`src/rtl/imem_loader.sv`:
```
// imem_loader: receives 8N1 UART bytes (16-bit big-endian length, then big-endian words)
// and writes the words into instruction memory at word addresses 0,1,2,...
module imem_loader #(
  parameter int CLKS_PER_BIT = 434,
  parameter int ADDR_W       = 9,
  parameter int MAX_WORDS    = 512
) (
  input  logic              clk,
  input  logic              rst,
  input  logic              rx,
  input  logic              load_en,
  output logic              we,
  output logic [ADDR_W-1:0] waddr,
  output logic [31:0]       wdata,
  output logic              busy,
  output logic              done,
  output logic [1:0]        err
);
  localparam int HALF = CLKS_PER_BIT / 2;
  localparam int CW   = $clog2(CLKS_PER_BIT);
  typedef enum logic [1:0] {R_IDLE, R_START, R_DATA, R_STOP} rx_t;
  typedef enum logic [2:0] {L_IDLE, L_LEN_HI, L_LEN_LO, L_DATA, L_DONE} ld_t;
  rx_t               r_rx_st, w_rx_nx;
  ld_t               r_ld_st, w_ld_nx;
  logic              r_rx_s1, r_rx_s2;
  logic [CW-1:0]     r_cnt;
  logic [2:0]        r_bit;
  logic [7:0]        r_shift;
  logic              r_byte_valid, r_fe;
  logic [15:0]       r_len;
  logic [31:0]       r_asm, r_wdata;
  logic [1:0]        r_bcnt, r_err;
  logic              r_we;
  logic [ADDR_W-1:0] r_waddr;
  logic              w_tick_half, w_tick, w_start, w_rej, w_last;
  logic [15:0]       w_len;
  assign w_tick_half = r_cnt == CW'(HALF - 1);
  assign w_tick      = r_cnt == CW'(CLKS_PER_BIT - 1);
  assign w_len       = {r_len[15:8], r_shift};
  assign w_start     = r_ld_st == L_IDLE && load_en;
  assign w_rej       = r_ld_st == L_LEN_LO && load_en && r_byte_valid && w_len > 16'(MAX_WORDS);
  assign w_last      = r_waddr == ADDR_W'(r_len - 16'd1);
  always_comb begin
    w_rx_nx = r_rx_st;
    case (r_rx_st)
      R_IDLE:  w_rx_nx = r_rx_s2 ? R_IDLE : R_START;
      R_START: w_rx_nx = !w_tick_half ? R_START : (r_rx_s2 ? R_IDLE : R_DATA);
      R_DATA:  w_rx_nx = (w_tick && r_bit == 3'd7) ? R_STOP : R_DATA;
      R_STOP:  w_rx_nx = w_tick ? R_IDLE : R_STOP;
      default: w_rx_nx = R_IDLE;
    endcase
  end
  always_ff @(posedge clk or posedge rst) begin
    if (rst) begin
      r_rx_s1      <= 1'b1;
      r_rx_s2      <= 1'b1;
      r_rx_st      <= R_IDLE;
      r_cnt        <= '0;
      r_bit        <= '0;
      r_shift      <= '0;
      r_byte_valid <= 1'b0;
      r_fe         <= 1'b0;
    end else begin
      r_rx_s1      <= rx;
      r_rx_s2      <= r_rx_s1;
      r_rx_st      <= w_rx_nx;
      r_byte_valid <= 1'b0;
      r_fe         <= 1'b0;
      r_cnt        <= (r_rx_st == R_IDLE || (r_rx_st == R_START && w_tick_half) || w_tick) ? '0 : r_cnt + 1'b1;
      if (r_rx_st == R_DATA && w_tick) begin
        r_shift <= {r_rx_s2, r_shift[7:1]};
        r_bit   <= r_bit + 3'd1;
      end
      if (r_rx_st == R_STOP && w_tick) begin
        r_byte_valid <= r_rx_s2;
        r_fe         <= !r_rx_s2;
      end
    end
  end
  // Dropping load_en aborts any in-progress load ahead of an arriving byte.
  always_comb begin
    w_ld_nx = r_ld_st;
    case (r_ld_st)
      L_IDLE:   w_ld_nx = load_en ? L_LEN_HI : L_IDLE;
      L_LEN_HI: w_ld_nx = !load_en ? L_IDLE : (r_byte_valid ? L_LEN_LO : L_LEN_HI);
      L_LEN_LO: w_ld_nx = !load_en ? L_IDLE : !r_byte_valid ? L_LEN_LO :
                          (w_len == 16'd0 || w_len > 16'(MAX_WORDS)) ? L_DONE : L_DATA;
      L_DATA:   w_ld_nx = !load_en ? L_IDLE : (r_we && w_last) ? L_DONE : L_DATA;
      L_DONE:   w_ld_nx = load_en ? L_DONE : L_IDLE;
      default:  w_ld_nx = L_IDLE;
    endcase
  end
  always_ff @(posedge clk or posedge rst) begin
    if (rst) begin
      r_ld_st <= L_IDLE;
      r_len   <= '0;
      r_asm   <= '0;
      r_wdata <= '0;
      r_bcnt  <= '0;
      r_err   <= '0;
      r_we    <= 1'b0;
      r_waddr <= '0;
    end else begin
      r_ld_st <= w_ld_nx;
      r_we    <= 1'b0;
      r_err   <= w_start ? 2'b00 : r_err | {w_rej, r_fe};
      if (w_start) begin
        r_waddr <= '0;
        r_bcnt  <= '0;
      end else if (r_we) r_waddr <= r_waddr + 1'b1;
      if (r_ld_st == L_LEN_HI && r_byte_valid) r_len[15:8] <= r_shift;
      if (r_ld_st == L_LEN_LO && r_byte_valid) r_len[7:0] <= r_shift;
      if (r_ld_st == L_DATA && load_en && r_byte_valid) begin
        r_asm  <= {r_asm[23:0], r_shift};
        r_bcnt <= r_bcnt + 2'd1;
        if (r_bcnt == 2'd3) begin
          r_wdata <= {r_asm[23:0], r_shift};
          r_we    <= 1'b1;
        end
      end
    end
  end
  assign we    = r_we;
  assign waddr = r_waddr;
  assign wdata = r_wdata;
  assign err   = r_err;
  assign busy  = r_ld_st == L_LEN_HI || r_ld_st == L_LEN_LO || r_ld_st == L_DATA;
  assign done  = r_ld_st == L_DONE;
endmodule

```
`config.mk`:
```
export PLATFORM = sky130hd
export DESIGN_NAME = imem_loader
export DESIGN_NICKNAME = d
export VERILOG_FILES = /design/src/rtl/imem_loader.sv
export SDC_FILE = /design/constraint.sdc
export NUM_CORES = 1
export LEC_CHECK = 0
export BUFFER_PORTS_ARGS = -buffer_cell sky130_fd_sc_hd__buf_2
export CORE_ASPECT_RATIO = 1.5
export CORE_MARGIN = 2
export CORE_UTILIZATION = 35
export CTS_CLUSTER_SIZE = 20
export DETAILED_ROUTE_END_ITERATION = 6
export HOLD_SLACK_MARGIN = 0.15
export PLACE_DENSITY_LB_ADDON = 0.08
export SYNTH_ARGS = -nofsm -noshare
export SYNTH_HDL_FRONTEND = slang
export SYNTH_SLANG_ARGS = --single-unit
```
`constraint.sdc`:
```
create_clock -name clk -period 11.7 [get_ports clk]
set_input_delay 2.34 -clock clk [delete_from_list [all_inputs] [get_ports clk]]
set_output_delay 2.34 -clock clk [all_outputs]
set_load 0.1 [all_outputs]
```
==> impl_metrics.json, run 1 <==
{
  "cts.clk_slew.worst_paths_ps": 60,
  "grt_max_degree": 83,
  "drc": 0,
  "synth_area_um2": 4965,
  "vias": 3064,
  "dr_wl_met2_mm": 4.756,
  "synth_seq_cells": 115,
  "htreeDepth": 4,
  "ys_seq_area_frac": 0.5801,
  "syn_inst": 381,
  "initial_core_util": 0.3565,
  "grt_pass1_vias": 3024,
  "nets": 450,
  "worst_slew_pin_slew_ps": 1042,
  "dp.cells": 584,
  "dr.pass1.iters": 4,
  "rsz0062_at_grt": "false",
  "grt_usage": 0.1329,
  "drv_cap": 0,
  "layout-drive-gt1-share": 0.3880,
  "start_kind": "flip-flop",
  "drv_slew": 0,
  "cpPeakStageDelay_ps": 490,
  "grt_overflow": 0,
  "portBuffers": 49,
  "r2r-start": "r_cnt[1]",
  "root_buffer": "clkbuf_16",
  "finalCriticalPeriod_ps": 3943,
  "crit_required_ps": 9360,
  "synth_nets": 393,
  "cp_cell_sequence": "nor2_1 -> and2_1 -> buf_2",
  "synth_top_cell_by_area": "dfrtp_1",
  "r2r_end": "r_shift[5]",
  "synth_edf_count": 0,
  "total_power_mw": 0.9569,
  "async_flop_share": 1.000,
  "ys_top_cells_by_area": "dfrtp_1 57%, mux2_2 18%, xor2_1 2.6%, nor2_1 2.3%, ha_1 2.0%",
  "dieWidth_um": 101.2,
  "placement_rows": 53,
  "cp-startpoint": "r_ld_st[1]",
  "yosysWarnings": 0,
  "coreArea_um2": 13930,
  "grt_pass1_wl_mm": 15.61,
  "synth.distinct_cells": 44,
  "critical-path-slowest-cell": "dfrtp_1",
  "routabilityCongestion": 0.7667,
  "wl_met3_um": 269,
  "min_delay_path_depth": 0,
  "crit_path_end_kind": "primary output",
  "io_pins": 50,
  "postRouteAntennaNets": 0,
  "cp_top_family": "flip-flops",
  "tritoncts": "done",
  "min-delay-path-class": "reg -> reg",
  "wl_per_cell_um": 15.23,
  "setup_tns_ps": 0,
  "holdWs_ps": 354.6,
  "routed_wl_mm": 9.381,
  "peakVddDrop_mv": 0.09559,
  "hpwl_mm": 6.316,
  "fin_area_um2": 6003,
  "hold_end": "r_rx_s2",
  "netlist_top_cells_count": "113 x dfrtp_1, 81 x mux2_2, 31 x nor2_1",
  "cts_setup_buffers": 0,
  "p_leak_nw": 3.097,
  "clock_latency_ps": 400,
  "rrSetupSlack_ps": 9220,
  "setup_violations": 0,
  "cts_sinks": 115,
  "hp-start": "r_rx_s1",
  "finalHoldViolations": 0,
  "viasPerCell": 4.974,
  "yosysTopAreaCellShare": 0.5696,
  "area_growth_pct": 20.92,
  "die_h_um": 149.9,
  "path_buf_inv": 1,
  "fillCellCount": 1358,
  "hold_buffers": 0,
  "dieArea_um2": 15170,
  "yosysMostFrequentCell": "dfrtp_1",
  "met1Wirelength_mm": 4.270,
  "syn_avg_cell_area_um2": 13.03,
  "max_freq_mhz": 253.6,
  "path_class": "reg -> out",
  "period_share": 0.3370,
  "cts_buffers": 17,
  "place_area_um2": 5371,
  "status": "finished clean",
  "finClkSkew_ps": 8.096,
  "fin_cells": 616,
  "cp.arrival_ps": 1600,
  "p_per_area_nw_per_um2": 159.4,
  "clk_path_buf_depth": 2,
  "relSlewSlack": 0.3056,
  "r2r_cells": 7,
  "ys.flop_type": "dfrtp_1",
  "antenna_found_initial": 0,
  "maxUsedRoutingLayer": "met4",
  "num_antenna_cells": 0,
  "drt-initial-drc-count": 135,
  "cts.repair.resized": 0,
  "worstPathMaxFanout": 11
}
## worst max path at each step
stage / end / slack, ps / cells after the start
after global placement: wdata[2] / 7820 / 6
after floorplan: err[0] / 6320 / 1
after CTS: done / 7730 / 3
after global routing: done / 7660 / 3
after detailed placement: wdata[17] / 7800 / 6
final: done / 7760 / 3
## logic make-up (layout without fill, tap and decap cells)
kind of cell,Yosys count,count (layout),synth area share
simple gates,102,102,0.1094
flops,115,115,0.5801
compound gates,25,25,0.03327
mux,82,82,0.1857
xor+xnor,27,27,0.05040
buf+inv,22,92,0.02092
fa+ha+maj,8,8,0.02016
## routing by layer
metal,vias up,global-route usage
li1,1465,-
met1,1540,0.1655
met2,53,0.2185
met3,6,0.03737
met4,0,0.04865
met5,-,0
## where the power goes
| group | switching (mW) | leakage (nW) | internal, mW |
|---|---|---|---|
| registers | 0.000577 | 1.58 | 0.399 |
| clock network | 0.187 | 0.304 | 0.358 |
| logic | 0.0109 | 1.21 | 0.00176 |
| total | 0.198 | 3.10 | 0.759 |
## cells in the final DEF, fill, tap and decap left out, types with 2 or more instances in the layout
cell type / n
dfrtp_1: 113
clkbuf_16: 17
clkinv_4: 5
inv_1: 6
nor3b_2: 2
clkinvlp_4: 2
nor4bb_1: 2
xnor2_1: 11
a21oi_1: 6
buf_2: 49
clkinv_2: 2
nand2_1: 18
nor4_2: 2
nor3_1: 5
and4_1: 2
nand3_1: 8
nor4_1: 4
inv_6: 2
xor2_1: 15
bufinv_16: 4
ha_1: 8
dfstp_2: 2
or2b_1: 2
or3_1: 3
nand4_1: 7
mux2_2: 81
nor3b_1: 2
and3_1: 4
nand2b_1: 6
and2_1: 2
o21ai_0: 8
buf_4: 4
nor2_1: 31
## cell type report
class / count / area [um2] / share of cell area
timing repair buffer: 53 / 275.3 / 0.04585
sequential: 115 / 2880 / 0.4798
clock inverter: 15 / 206.4 / 0.03439
inverter: 7 / 28.78 / 0.004794
clock buffer: 17 / 425.4 / 0.07086
tap: 165 / 206.4 / 0.03439
multi-input combinational: 244 / 1981 / 0.3299
## through the flow
step	worst slack [ps]	utilization
2_1_floorplan	6319	-
3_3_place_gp	7823	0.3857
3_5_place_dp	7798	0.3857
4_1_cts	7734	0.4311
5_1_grt	7655	0.4311
6_report	7757	0.4311
## state kept, by name, indices dropped and copies added (netlist names)
signal,count
r_rx_s2,1
r_bcnt,2
r_bit,3
r_ld_st,3
waddr,9
we,1
wdata,32
r_shift,8
r_cnt,9
r_len,16
err,2
r_fe,1
r_asm,24
r_rx_s1,1
r_rx_st,2
r_byte_valid,1
Power figures use the tool's default switching activity.
==> run 2, diff against run 1 <==
Settings changed: ABC_AREA set to 1.
Clock period 11.7 ns to 3.4 ns, I/O delays scaled along.
==> run 2 against run 1 <==
  * Area after synthesis up 3.2%
  * Cell area up 3.1%
  * Sequential share of layout area shrank 1.4 points
  * First-iteration DRC count increased by 59%
  * Clock skew hardly changed
  * Via count up 28%
  * Die area increased by 3.0%
  * Cell count grew 40%
  * Sequential cell count did not move
  * Synthesized cell count up 56%
  * Count of clock-buffer cells in the layout increased by 2
  * Non-clock buffer count rose by 1
  * Critical path type unchanged
  * Largest cell class unchanged
==> impl_metrics.json, run 2 <==
{
  "nets": 663,
  "finalCriticalPeriod_ps": 2324,
  "worst_slew_pin_slew_ps": 525.8,
  "dieWidth_um": 102.8,
  "yosysWarnings": 0,
  "portBuffers": 49,
  "finClkSkew_ps": 7.849,
  "syn_avg_cell_area_um2": 8.621,
  "cp_common_cell": "nor2_1",
  "layout_commonest_cell": "nand2_1",
  "io_pins": 50,
  "routed_wl_mm": 10.91,
  "ys_seq_area_frac": 0.5624,
  "initial_core_util": 0.3542,
  "setup_tns_ps": 0,
  "tritoncts": "done",
  "clock_latency_ps": 400,
  "hold_buffers": 0,
  "cts_buffers": 17,
  "start_kind": "flip-flop",
  "finalHoldViolations": 0,
  "crit_required_ps": 2720,
  "status": "finished clean",
  "layout_common_cells": "172 x nand2_1, 113 x dfrtp_1, 74 x o21ai_0, 72 x inv_1, 53 x nor2_1",
  "cts_setup_buffers": 0,
  "synth_edf_count": 0,
  "peakVddDrop_mv": 0.2732,
  "relSlewSlack": 0.6490,
  "max_freq_mhz": 430.3,
  "cp.arrival_ps": 1640,
  "drt-initial-drc-count": 215,
  "yosysMostFrequentCell": "nand2_1",
  "r2r-start": "r_ld_st[2]",
  "ys.flop_type": "dfrtp_1",
  "coreArea_um2": 14460,
  "r2r_cells": 7,
  "crit_path_end_kind": "primary output",
  "rrSetupSlack_ps": 1500,
  "postRouteAntennaNets": 0,
  "viasPerCell": 4.547,
  "worstPathMaxFanout": 3,
  "setup_violations": 0,
  "netlist_top_cells_count": "172 x nand2_1, 113 x dfrtp_1, 74 x o21ai_0",
  "total_power_mw": 3.248,
  "yosysTopAreaCellShare": 0.5522,
  "grt_max_degree": 73,
  "die_h_um": 152.2,
  "min-delay-path-class": "in -> async",
  "drv_slew": 0,
  "grt_overflow": 0,
  "clk_path_buf_depth": 2,
  "wl_per_cell_um": 12.69,
  "synth_nets": 606,
  "antenna_found_initial": 0,
  "grt_pass1_wl_mm": 18.78,
  "num_antenna_cells": 0,
  "synth_top_cell_by_area": "dfrtp_1",
  "htreeDepth": 4,
  "drc": 0,
  "ys_top_cells_by_area": "dfrtp_1 55%, nand2_1 13%, o21ai_0 7.2%, inv_1 5.4%, nor2_1 3.9%",
  "period_share": 0.6835,
  "dr.pass1.iters": 4,
  "grt_pass1_vias": 3869,
  "async_flop_share": 1.000,
  "holdWs_ps": 270.2,
  "rsz0062_at_grt": "false",
  "vias": 3910,
  "fillCellCount": 1520,
  "crit_path_end": "done",
  "path_class": "reg -> out",
  "synth_area_um2": 5121,
  "r2r_end": "wdata[5]",
  "cts.clk_slew.worst_paths_ps": 60,
  "dieArea_um2": 15640,
  "placement_rows": 54,
  "cts.repair.resized": 0,
  "critical-path-slowest-cell": "buf_2",
  "hpwl_mm": 7.679,
  "largest_reg_flops": 32,
  "synth.distinct_cells": 35,
  "cp-startpoint": "r_ld_st[1]",
  "root_buffer": "clkbuf_16",
  "routabilityCongestion": 0.7577,
  "grt_usage": 0.1525,
  "area_growth_pct": 20.82,
  "cp_cell_sequence": "nor2_1 -> inv_1 -> nor2_1 -> buf_2",
  "synth_seq_cells": 115,
  "syn_inst": 594,
  "p_per_area_nw_per_um2": 525.0,
  "layout-drive-gt1-share": 0.1627,
  "cts_sinks": 115,
  "cpPeakStageDelay_ps": 440,
  "p_leak_nw": 3.108,
  "drv_cap": 0
}
==> run 2: kinds of logic (layout without fill, tap and decap cells) <==
kind of cell	after synthesis	count (layout)	share of synthesized area
compound gates	96	96	0.09578
xor+xnor	11	11	0.01881
fa+ha+maj	8	8	0.01955
buf+inv	93	163	0.07476
flops	115	115	0.5624
simple gates	271	271	0.2287
==> run 2: worst max-delay path, delay by kind of cell (launching register included) <==
| kind | cells | cell delay, ps |
|---|---|---|
| flops | 1 | 410 |
| simple gates | 2 | 300 |
| buf+inv | 2 | 530 |
==> run 2: layout make-up <==
class	instances	area, um2	share of cell area
multi-input cells	386	1858	0.3003
clock inverters	13	160.2	0.02588
flip-flops and latches	115	2880	0.4655
clock buffers	19	442.9	0.07159
inverters	77	292.8	0.04732
well taps	196	245.2	0.03964
repair buffers	54	307.8	0.04975
==> run 2: through the flow <==
| step | cells | area (um2) | worst slack (ps) | utilization |
|---|---|---|---|---|
| 2_1_floorplan | 594 | 5125 | 827.8 | - |
| 3_3_place_gp | 828 | 5584 | 1177 | 0.3862 |
| 3_5_place_dp | 828 | 5584 | 1107 | 0.3862 |
| 4_1_cts | 860 | 6187 | 1062 | 0.4279 |
| 5_1_grt | 860 | 6187 | 923.5 | 0.4279 |
| 6_report | 860 | 6187 | 1076 | 0.4279 |
==> run 2: worst min-delay path by stage <==
stage	from	to	slack (ps)	depth (start not counted)
6_report	rst	wdata[12]	270	2
5_1_grt	rst	wdata[12]	290	2
4_1_cts	rst	wdata[12]	270	2
3_5_place_dp	r_rx_s1	r_rx_s2	350	0
3_3_place_gp	r_rx_s1	r_rx_s2	350	0
2_1_floorplan	r_rx_s1	r_rx_s2	350	0
==> run 2: metal layers <==
metal	track usage	wire length (um)	vias to the layer above
met5	0	0	-
met1	0.1957	4992	1854
li1	-	-	1981
met3	0.03394	329	10
met4	0.05263	146	0
met2	0.2518	5444	65
==> run 2: power breakdown <==
group	switching (mW)	internal, mW	total [mW]
Combinational	0.0592	0.0109	0.0701
Clock	0.633	1.17	1.80
Sequential	0.00234	1.37	1.38
==> run 3, diff against run 2 <==
Clock period 3.4 ns to 2.4 ns, I/O delays scaled along.
==> run 3 against run 2 <==
  * Power grew 51%
  * Wire length increased by 0.53%
  * Clock skew grew 6.5 ps
  * Sequential share of layout area shrank 0.90 points
  * Clock power rose by 58%
  * Count of clock-buffer cells in the layout up 2
  * Sequential power rose by 41%
  * Utilization up 0.84 points
  * Critical endpoint unchanged
  * Highest routed layer unchanged
==> impl_metrics.json, run 3 (synthesis gave the netlist of run 2 again) <==
{
  "cts.clk_slew.worst_paths_ps": 50,
  "routed_wl_mm": 10.97,
  "num_antenna_cells": 0,
  "regArea_um2": 2880,
  "critical-path-slowest-cell": "buf_2",
  "cpPeakStageDelay_ps": 450,
  "initial_core_util": 0.3542,
  "root_buffer": "clkbuf_16",
  "drv_slew": 0,
  "clk_path_buf_depth": 2,
  "grt_max_degree": 53,
  "coreArea_um2": 14460,
  "grt_pass1_wl_mm": 18.82,
  "die_h_um": 152.2,
  "tritoncts": "done",
  "wl_per_cell_um": 12.71,
  "setup_tns_ps": 0,
  "dieWidth_um": 102.8,
  "path_class": "reg -> out",
  "cp_common_cell": "nor2_1",
  "cp_cell_sequence": "nor2_1 -> inv_1 -> nor2_1 -> buf_2",
  "viasPerCell": 4.541,
  "post-place-ws_ps": 525.2,
  "min_delay_path_depth": 0,
  "layout-drive-gt1-share": 0.1619,
  "dr.pass1.iters": 4,
  "finClkSkew_ps": 14.35,
  "start_kind": "flip-flop",
  "cts.repair.resized": 0,
  "cts_sinks": 115,
  "cp.arrival_ps": 1650,
  "hpwl_mm": 7.775,
  "crit_path_end_kind": "primary output",
  "largest_reg_flops": 32,
  "grt_overflow": 0,
  "setup_violations": 0,
  "min-delay-path-class": "reg -> reg",
  "r2r_cells": 13,
  "htreeDepth": 4,
  "drv_cap": 0,
  "hold_buffers": 2,
  "dieArea_um2": 15640,
  "worst_slew_pin_slew_ps": 493.7,
  "layout_common_cells": "172 x nand2_1, 113 x dfrtp_1, 74 x o21ai_0, 72 x inv_1, 53 x nor2_1",
  "vias": 3919,
  "rsz0062_at_grt": "false",
  "postRouteAntennaNets": 0,
  "grt_pass1_vias": 3858,
  "nets": 667,
  "drc": 0,
  "multi_input_area_um2": 1858,
  "relSlewSlack": 0.6731,
  "max_freq_mhz": 470.0,
  "p_leak_nw": 3.170,
  "peakVddDrop_mv": 0.4868,
  "area_growth_pct": 23.19,
  "clock_latency_ps": 410,
  "finalHoldViolations": 0,
  "status": "finished clean",
  "cts_setup_buffers": 0,
  "cts_buffers": 17,
  "drt-initial-drc-count": 182,
  "setup_ws_ps": 272.2,
  "routabilityCongestion": 0.7468,
  "p_per_area_nw_per_um2": 777.5,
  "grt_usage": 0.1551,
  "placement_rows": 54,
  "io_pins": 50,
  "portBuffers": 49,
  "finalCriticalPeriod_ps": 2128,
  "crit_required_ps": 1920,
  "worstPathMaxFanout": 3,
  "layout_commonest_cell": "nand2_1",
  "fillCellCount": 1498,
  "antenna_found_initial": 0,
  "period_share": 0.8866
}
[run 3: cell count changes in the layout (fill, tap and decap cells not counted)]
cell	before	now
bufinv_16	3	6
clkinv_4	4	1
buf_12	2	4
clkinvlp_4	3	1
dlygate4sd3_1	0	2
clkbuf_1	1	2
clkbuf_8	1	2
clkinv_2	4	3
[run 3: stage by stage]
stage	hold slack (ps)	cell area (um2)	power, mW	cells	utilization
after floorplan	345.2	5125	2.057	594	-
final	358.9	6309	4.905	863	0.4363
after global routing	363.9	6309	5.090	863	0.4363
after detailed placement	351.9	5624	2.091	830	0.3890
after CTS	360.6	6309	4.990	863	0.4363
after global placement	347.0	5624	2.089	830	0.3890
[run 3: worst paths after layout]
check	slack (ps)	start	end
max	270	r_ld_st[1]	done
min	360	r_rx_s1	r_rx_s2
max reg2reg	610	r_len[0]	r_ld_st[0]
min reg2reg	360	r_rx_s1	r_rx_s2
max in group asynchronous	1140	rst	r_rx_s2
min in group asynchronous	630	rst	wdata[12]
[run 3: layer usage]
metal / vias to the layer above / part of all wire / track usage
li1: 1993 / - / -
met1: 1867 / 0.44 / 0.1901
met2: 51 / 0.52 / 0.2561
met3: 8 / 0.028 / 0.04266
met4: 0 / 0.011 / 0.06078
met5: - / 0 / 0
[run 3: area by class of cell]
type | count | area share
repair buffers | 58 | 0.05831
well taps | 196 | 0.03887
inverters | 77 | 0.04641
flip-flops and latches | 115 | 0.4566
multi-input cells | 386 | 0.2945
clock inverters | 10 | 0.03233
clock buffers | 21 | 0.07299
[run 3: critical path, delay by kind of cell (launching register included)]
family | cells | cell delay, ps
AND/OR/NAND/NOR | 2 | 310
buffers and inverters | 2 | 540
flip-flops | 1 | 400
[run 3: power breakdown]
part	leakage [nW]	switching [mW]	internal, mW
clock network	0.327	0.857	1.99
registers	1.58	0.00321	1.95
logic	1.26	0.0853	0.0199
